--- src/rtl/biquad_coef_loader.sv ---
// Framed coefficient loader for one bi-quad section: receives SYNC + 5 coefficients + XOR checksum,
// holds a validated set in a shadow bank and commits it atomically on a filter sample strobe.
module biquad_coef_loader #(
    parameter logic [7:0]  SYNC      = 8'hA5,
    parameter logic [7:0]  RESET_B10 = 8'h7F,
    parameter int unsigned TIMEOUT   = 255
) (
    input  logic       clk,
    input  logic       nreset,
    input  logic [7:0] din,
    input  logic       din_valid,
    output logic       din_ready,
    input  logic       svalid,
    output logic [7:0] b10,
    output logic [7:0] b11,
    output logic [7:0] b12,
    output logic [7:0] a11,
    output logic [7:0] a12,
    output logic       pending,
    output logic       commit,
    output logic       csum_err,
    output logic       tout_err,
    output logic [1:0] dbg_state
);

    typedef enum logic [1:0] {
        ST_HUNT = 2'd0,
        ST_LOAD = 2'd1,
        ST_CSUM = 2'd2,
        ST_PEND = 2'd3
    } state_t;

    localparam logic [15:0] TMO_LAST = 16'(TIMEOUT - 1);

    state_t      r_state;
    state_t      w_state_nxt;
    logic [2:0]  r_idx;
    logic [7:0]  r_acc;
    logic [15:0] r_idle;
    logic [7:0]  r_sh_b10, r_sh_b11, r_sh_b12, r_sh_a11, r_sh_a12;
    logic [7:0]  r_b10, r_b11, r_b12, r_a11, r_a12;
    logic        r_commit, r_csum_err, r_tout_err;

    logic        w_accept;
    logic        w_counting;
    logic        w_timeout;
    logic        w_cs_ok;
    logic        w_sync_hit;
    logic        w_do_commit;

    // Handshake: a byte transfers on a rising edge where din_valid && din_ready; din_ready depends
    // only on the state register, never on din_valid, so the source may hold a byte until taken.
    assign w_accept    = din_valid && din_ready;
    assign w_counting  = (r_state == ST_LOAD) || (r_state == ST_CSUM);
    // An accepted byte always beats a timeout landing on the same edge.
    assign w_timeout   = w_counting && !w_accept && (r_idle == TMO_LAST);
    assign w_cs_ok     = ((r_acc ^ din) == 8'h00);
    assign w_sync_hit  = (r_state == ST_HUNT) && w_accept && (din == SYNC);
    assign w_do_commit = (r_state == ST_PEND) && svalid;

    always_ff @(posedge clk or negedge nreset) begin
        if (!nreset) begin
            r_state <= ST_HUNT;
        end else begin
            r_state <= w_state_nxt;
        end
    end

    always_comb begin
        w_state_nxt = r_state;
        case (r_state)
            ST_HUNT: if (w_sync_hit) w_state_nxt = ST_LOAD;
            ST_LOAD: begin
                if (w_timeout)                         w_state_nxt = ST_HUNT;
                else if (w_accept && r_idx == 3'd4)    w_state_nxt = ST_CSUM;
            end
            ST_CSUM: begin
                if (w_timeout)                         w_state_nxt = ST_HUNT;
                else if (w_accept)                     w_state_nxt = w_cs_ok ? ST_PEND : ST_HUNT;
            end
            ST_PEND: if (svalid) w_state_nxt = ST_HUNT;
            default:                                   w_state_nxt = ST_HUNT;
        endcase
    end

    always_comb begin
        din_ready = (r_state != ST_PEND);
        pending   = (r_state == ST_PEND);
        dbg_state = r_state;
        b10       = r_b10;
        b11       = r_b11;
        b12       = r_b12;
        a11       = r_a11;
        a12       = r_a12;
        commit    = r_commit;
        csum_err  = r_csum_err;
        tout_err  = r_tout_err;
    end

    always_ff @(posedge clk or negedge nreset) begin
        if (!nreset) begin
            r_idx      <= 3'd0;
            r_acc      <= 8'h00;
            r_idle     <= 16'd0;
            r_sh_b10   <= 8'h00;
            r_sh_b11   <= 8'h00;
            r_sh_b12   <= 8'h00;
            r_sh_a11   <= 8'h00;
            r_sh_a12   <= 8'h00;
            r_b10      <= RESET_B10;
            r_b11      <= 8'h00;
            r_b12      <= 8'h00;
            r_a11      <= 8'h00;
            r_a12      <= 8'h00;
            r_commit   <= 1'b0;
            r_csum_err <= 1'b0;
            r_tout_err <= 1'b0;
        end else begin
            r_commit   <= w_do_commit;
            r_csum_err <= (r_state == ST_CSUM) && w_accept && !w_cs_ok;
            r_tout_err <= w_timeout;
            r_idle     <= (w_counting && !w_accept && !w_timeout) ? r_idle + 16'd1 : 16'd0;

            if (w_sync_hit) begin
                r_idx <= 3'd0;
                r_acc <= SYNC;
            end

            if (r_state == ST_LOAD && w_accept) begin
                r_acc <= r_acc ^ din;
                if (r_idx != 3'd4) r_idx <= r_idx + 3'd1;
                case (r_idx)
                    3'd0:    r_sh_b10 <= din;
                    3'd1:    r_sh_b11 <= din;
                    3'd2:    r_sh_b12 <= din;
                    3'd3:    r_sh_a11 <= din;
                    3'd4:    r_sh_a12 <= din;
                    default: ;
                endcase
            end

            // All five actives move together on the sample edge, so no sample sees a mixed set.
            if (w_do_commit) begin
                r_b10 <= r_sh_b10;
                r_b11 <= r_sh_b11;
                r_b12 <= r_sh_b12;
                r_a11 <= r_sh_a11;
                r_a12 <= r_sh_a12;
            end
        end
    end

endmodule

--- config.mk ---
export PLATFORM = sky130hd
export DESIGN_NAME = biquad_coef_loader
export DESIGN_NICKNAME = d
export VERILOG_FILES = /design/src/rtl/biquad_coef_loader.sv
export SDC_FILE = /design/constraint.sdc
export NUM_CORES = 1
export LEC_CHECK = 0
export ABC_AREA = 1
export CORE_AREA = 4 4 105 107
export DETAILED_ROUTE_END_ITERATION = 6
export DIE_AREA = 0 0 109 111
export GPL_ROUTABILITY_DRIVEN = 0
export PLACE_DENSITY = 0.8
export RECOVER_POWER = 50
export SLEW_MARGIN = 20
export SYNTH_ARGS = -nofsm -noshare
export SYNTH_HDL_FRONTEND = slang
export SYNTH_SLANG_ARGS = --single-unit
--- constraint.sdc ---
create_clock -name clk -period 1.4 [get_ports clk]
set_input_delay 0.14 -clock clk [delete_from_list [all_inputs] [get_ports clk]]
set_output_delay 0.14 -clock clk [all_outputs]
set_load 0.05 [all_outputs]
==> key figures <==
Status
  – Status: finished with violations
  – Failing checks: negative setup slack

Worst setup path
  – WP data arrival: ~1900 ps
  – Startpoint Class: flip-flop
  – Critical Path Max Stage Delay: 460 ps
  – Crit path max fanout: 5
  – Buffers & Inverters on Critical Path: 5
  – CP Class: reg2reg
  – Cell Chain, Critical Path: ha_4 -> inv_8 -> nand2_8 -> inv_8 -> nand2_8 -> buf_4 -> buf_6 -> nor2_4 -> inv_2 -> nand2_2 -> o22ai_1
  – Worst EP required: around 1700 ps
  – Slowest-stage cell, CP: dfrtp_2
  – Family with the most delay on the worst path: buffers and inverters
  – CP endpoint kind: flip-flop

Global routing
  – First-pass GRT wire length: about 22000 um
  – Vias in the first global route: between 4000 and 5000
  – Total GRT Usage: between 20% and 30%
  – Initial antenna violation count: 1
  – GRT Residual Overflow: 0
  – Largest net degree at the start of global routing: 36

Power and ir drop
  – VDD IR max: 1.23 mV
  – Total power per unit cell area: between 2000 and 2500 mW/mm^2
  – Leakage: roughly 0.0038 uW
  – Tot Pwr: between 15000 and 20000 uW

Logic synthesis
  – Synthesis Warnings: 0
  – Synthesized area: 0.00495 mm^2
  – Gate Count Post-Synth: approximately 560
  – Syn Area/Cell: about 9 um^2
  – Register bit total from synthesis: roughly 110
  – Yosys cell types: 33
  – Synthesized Nets: 581
  – Sequential-to-total area share from yosys stat: roughly 57%

Place
  – Area after DPL: between 0.006 and 0.007 mm^2
  – PortBufs: 58
  – Dpl hpwl: between 8000 and 9000 um

Route
  – DRT iter0 DRCs: just under 400
  – Drc violations: 0
  – Total number of vias: between 4000 and 5000
  – Routed WL: approximately 17000 um
  – Router iterations before antenna repair: 5
  – WL/cell: about 21 um
  – DR vias/cell: 5.73
  – Routed Antenna Nets: 0

Floorplanning
  – I/O pin count: 59
  – Core Rows: 37
  – Full die area: ~0.012 mm^2
  – Die Height: 111 um
  – Core box area: between 0.01 and 0.015 mm^2
  – Initial core utilization: a little under 50%
  – DIE WIDTH: about 110 um

Clocking
  – Clk buf depth: 2
  – Clock sink total: roughly 110
  – Skew-Pair Late Insertion Delay: 390 ps
  – Num CTS Buffers: 9
  – CTS H-Tree Depth: 3
  – CTS tree: yes
  – Root buf cell: clkbuf_8
  – Clock slew at reported path FFs: around 130 ps

Finish
  – P&R area growth vs syn: 54.6%
  – Layout Nets: 720
  – Final Util: roughly three quarters
  – Design Area, Final: ~0.0076 mm^2
  – Number of diodes: 0
  – Layout cells sized above 1: between 40% and 50%
  – Fill cell count: about 550

STA
  – Final period utilization: 119%
  – Layout Skew: 24.8 ps
  – Max_slew headroom: between 50% and 60%
  – Post-route minimum period: around 1700 ps
  – Pins Over Slew Limit: 0
  – Least-Margin Pin Slew: about 660 ps
  – Unrepaired setup endpoints after global routing: yes
  – Setup violators final: 108
  – Final worst slack: -263 ps
  – Endpoints failing hold: 0
  – Fmax: about 0.6 GHz

Job
  – Max capacitance violation total: 0

Hold path
  – Hold crit path type: in2async
-- layer usage --
metal	global-route usage, %	wire (um)
met3	4.08	1160
met2	40.5	9080
met5	0	20
met1	26.2	5880
met4	7.32	1230
-- power breakdown --
group	internal [uW]	switching [uW]
registers	4620	1010
logic	3670	5380
clock network	926	1230
total	9210	7630
-- through the flow --
| stage | hold WS, ps | TNS [ps] | setup slack (ps) | std cells |
|---|---|---|---|---|
| global route | 346 | -20620 | -333 | 837 |
| detailed placement | 84.0 | -7290 | -244 | 785 |
| global placement | 79.4 | -4320 | -164 | 785 |
| CTS | 222 | -6160 | -157 | 812 |
| floorplan | -156 | -26750 | -347 | 557 |
| finish | 287 | -12880 | -263 | 837 |
-- flip-flops by register name (all words and copies together) (netlist names), 8 cells and up --
register / flops
r_sh_a12: 8
r_sh_b10: 8
a12: 8
r_acc: 8
r_idle: 16
a11: 8
b11: 8
b12: 8
r_sh_b11: 8
r_sh_a11: 8
r_sh_b12: 8
b10: 8
-- path summary, 6_finish.rpt --
path,start,end,slack [ps],cells after the start
max,dbg_state[1]$_DFFE_PN0P_,r_idx[2]$_DFF_PN0_,-260,11
min,nreset,b11[7]$_DFFE_PN0P_,290,2
max reg2reg,dbg_state[1]$_DFFE_PN0P_,r_idx[2]$_DFF_PN0_,-260,11
min reg2reg,b10[7]$_DFFE_PN0P_,b10[7]$_DFFE_PN0P_,510,2
max in group asynchronous,nreset,dbg_state[0]$_DFFE_PN0P_,130,3
min in group clk,din[0],r_sh_a11[0]$_DFFE_PN0P_,460,3
-- logic make-up after synthesis --
logic type               count (synthesis)  synth area share (%)
adder cells (fa/ha/maj)                 12                  3.03
buffers and inverters                   94                  7.89
XOR/XNOR                                 1                 0.177
AND/OR/NAND/NOR                        237                  21.3
flip-flops                             112                  56.8
AO/OA/AOI/OAI                          101                  10.8
-- what timing repair did --
item	CTS	global route
endpoints found under the hold margin	50	0
pin swaps	26	30
setup buffers	4	14
hold buffers	1	0
cloned	7	11
setup endpoints to repair	103	93
gates resized for setup	72	160
-- synth_stat cells --
cell type / instances / area, um^2
nand2_1: 167 / 627
dfrtp_1: 105 / 2630
inv_1: 76 / 285
o21ai_0: 72 / 360
nor2_1: 27 / 101
ha_1: 12 / 150
nand2_2: 8 / 50.1
a21oi_1: 7 / 35.0
clkbuf_1: 7 / 26.3
dfstp_2: 7 / 184
nor2_2: 7 / 43.8
o21ai_1: 7 / 35.0
nand3_1: 6 / 30.0
nand4_1: 5 / 31.3
nor3_1: 5 / 25.0
o22ai_1: 5 / 31.3
a22oi_1: 4 / 30.0
inv_2: 4 / 15.0
nor2_8: 4 / 80.1
a31oi_1: 3 / 18.8
buf_4: 3 / 22.5
a211oi_1: 2 / 15.0
buf_6: 2 / 22.5
nand3_2: 2 / 20.0
nor4_1: 2 / 12.5
a21oi_2: 1 / 8.76
and2_1: 1 / 6.26
buf_8: 1 / 15.0
clkinv_1: 1 / 3.75
nand3b_1: 1 / 7.51
nor2_4: 1 / 11.3
or2_2: 1 / 6.26
xnor2_1: 1 / 8.76
-- placed cells by master, fill, tap and decap left out, types with 11 or more instances in the layout --
cell type / Yosys / final
nand2_2: 8 / 35
inv_2: 4 / 11
buf_12: 0 / 34
nand2_1: 167 / 126
buf_4: 3 / 67
dfrtp_1: 105 / 102
o21ai_1: 7 / 43
inv_1: 76 / 63
nor2_4: 1 / 17
o21ai_2: 0 / 31
nor2_1: 27 / 16
-- cell type report --
cell class	instances	area [um^2]	area share [%]
Clock buffer	10	138	1.80
Clock inverter	6	83.8	1.10
Inverter	81	347	4.53
Multi-Input combinational cell	358	2430	31.8
Sequential cell	112	2820	36.8
Tap cell	136	170	2.22
Timing Repair Buffer	134	1660	21.8
No activity file was read; power rests on OpenSTA's default activity.
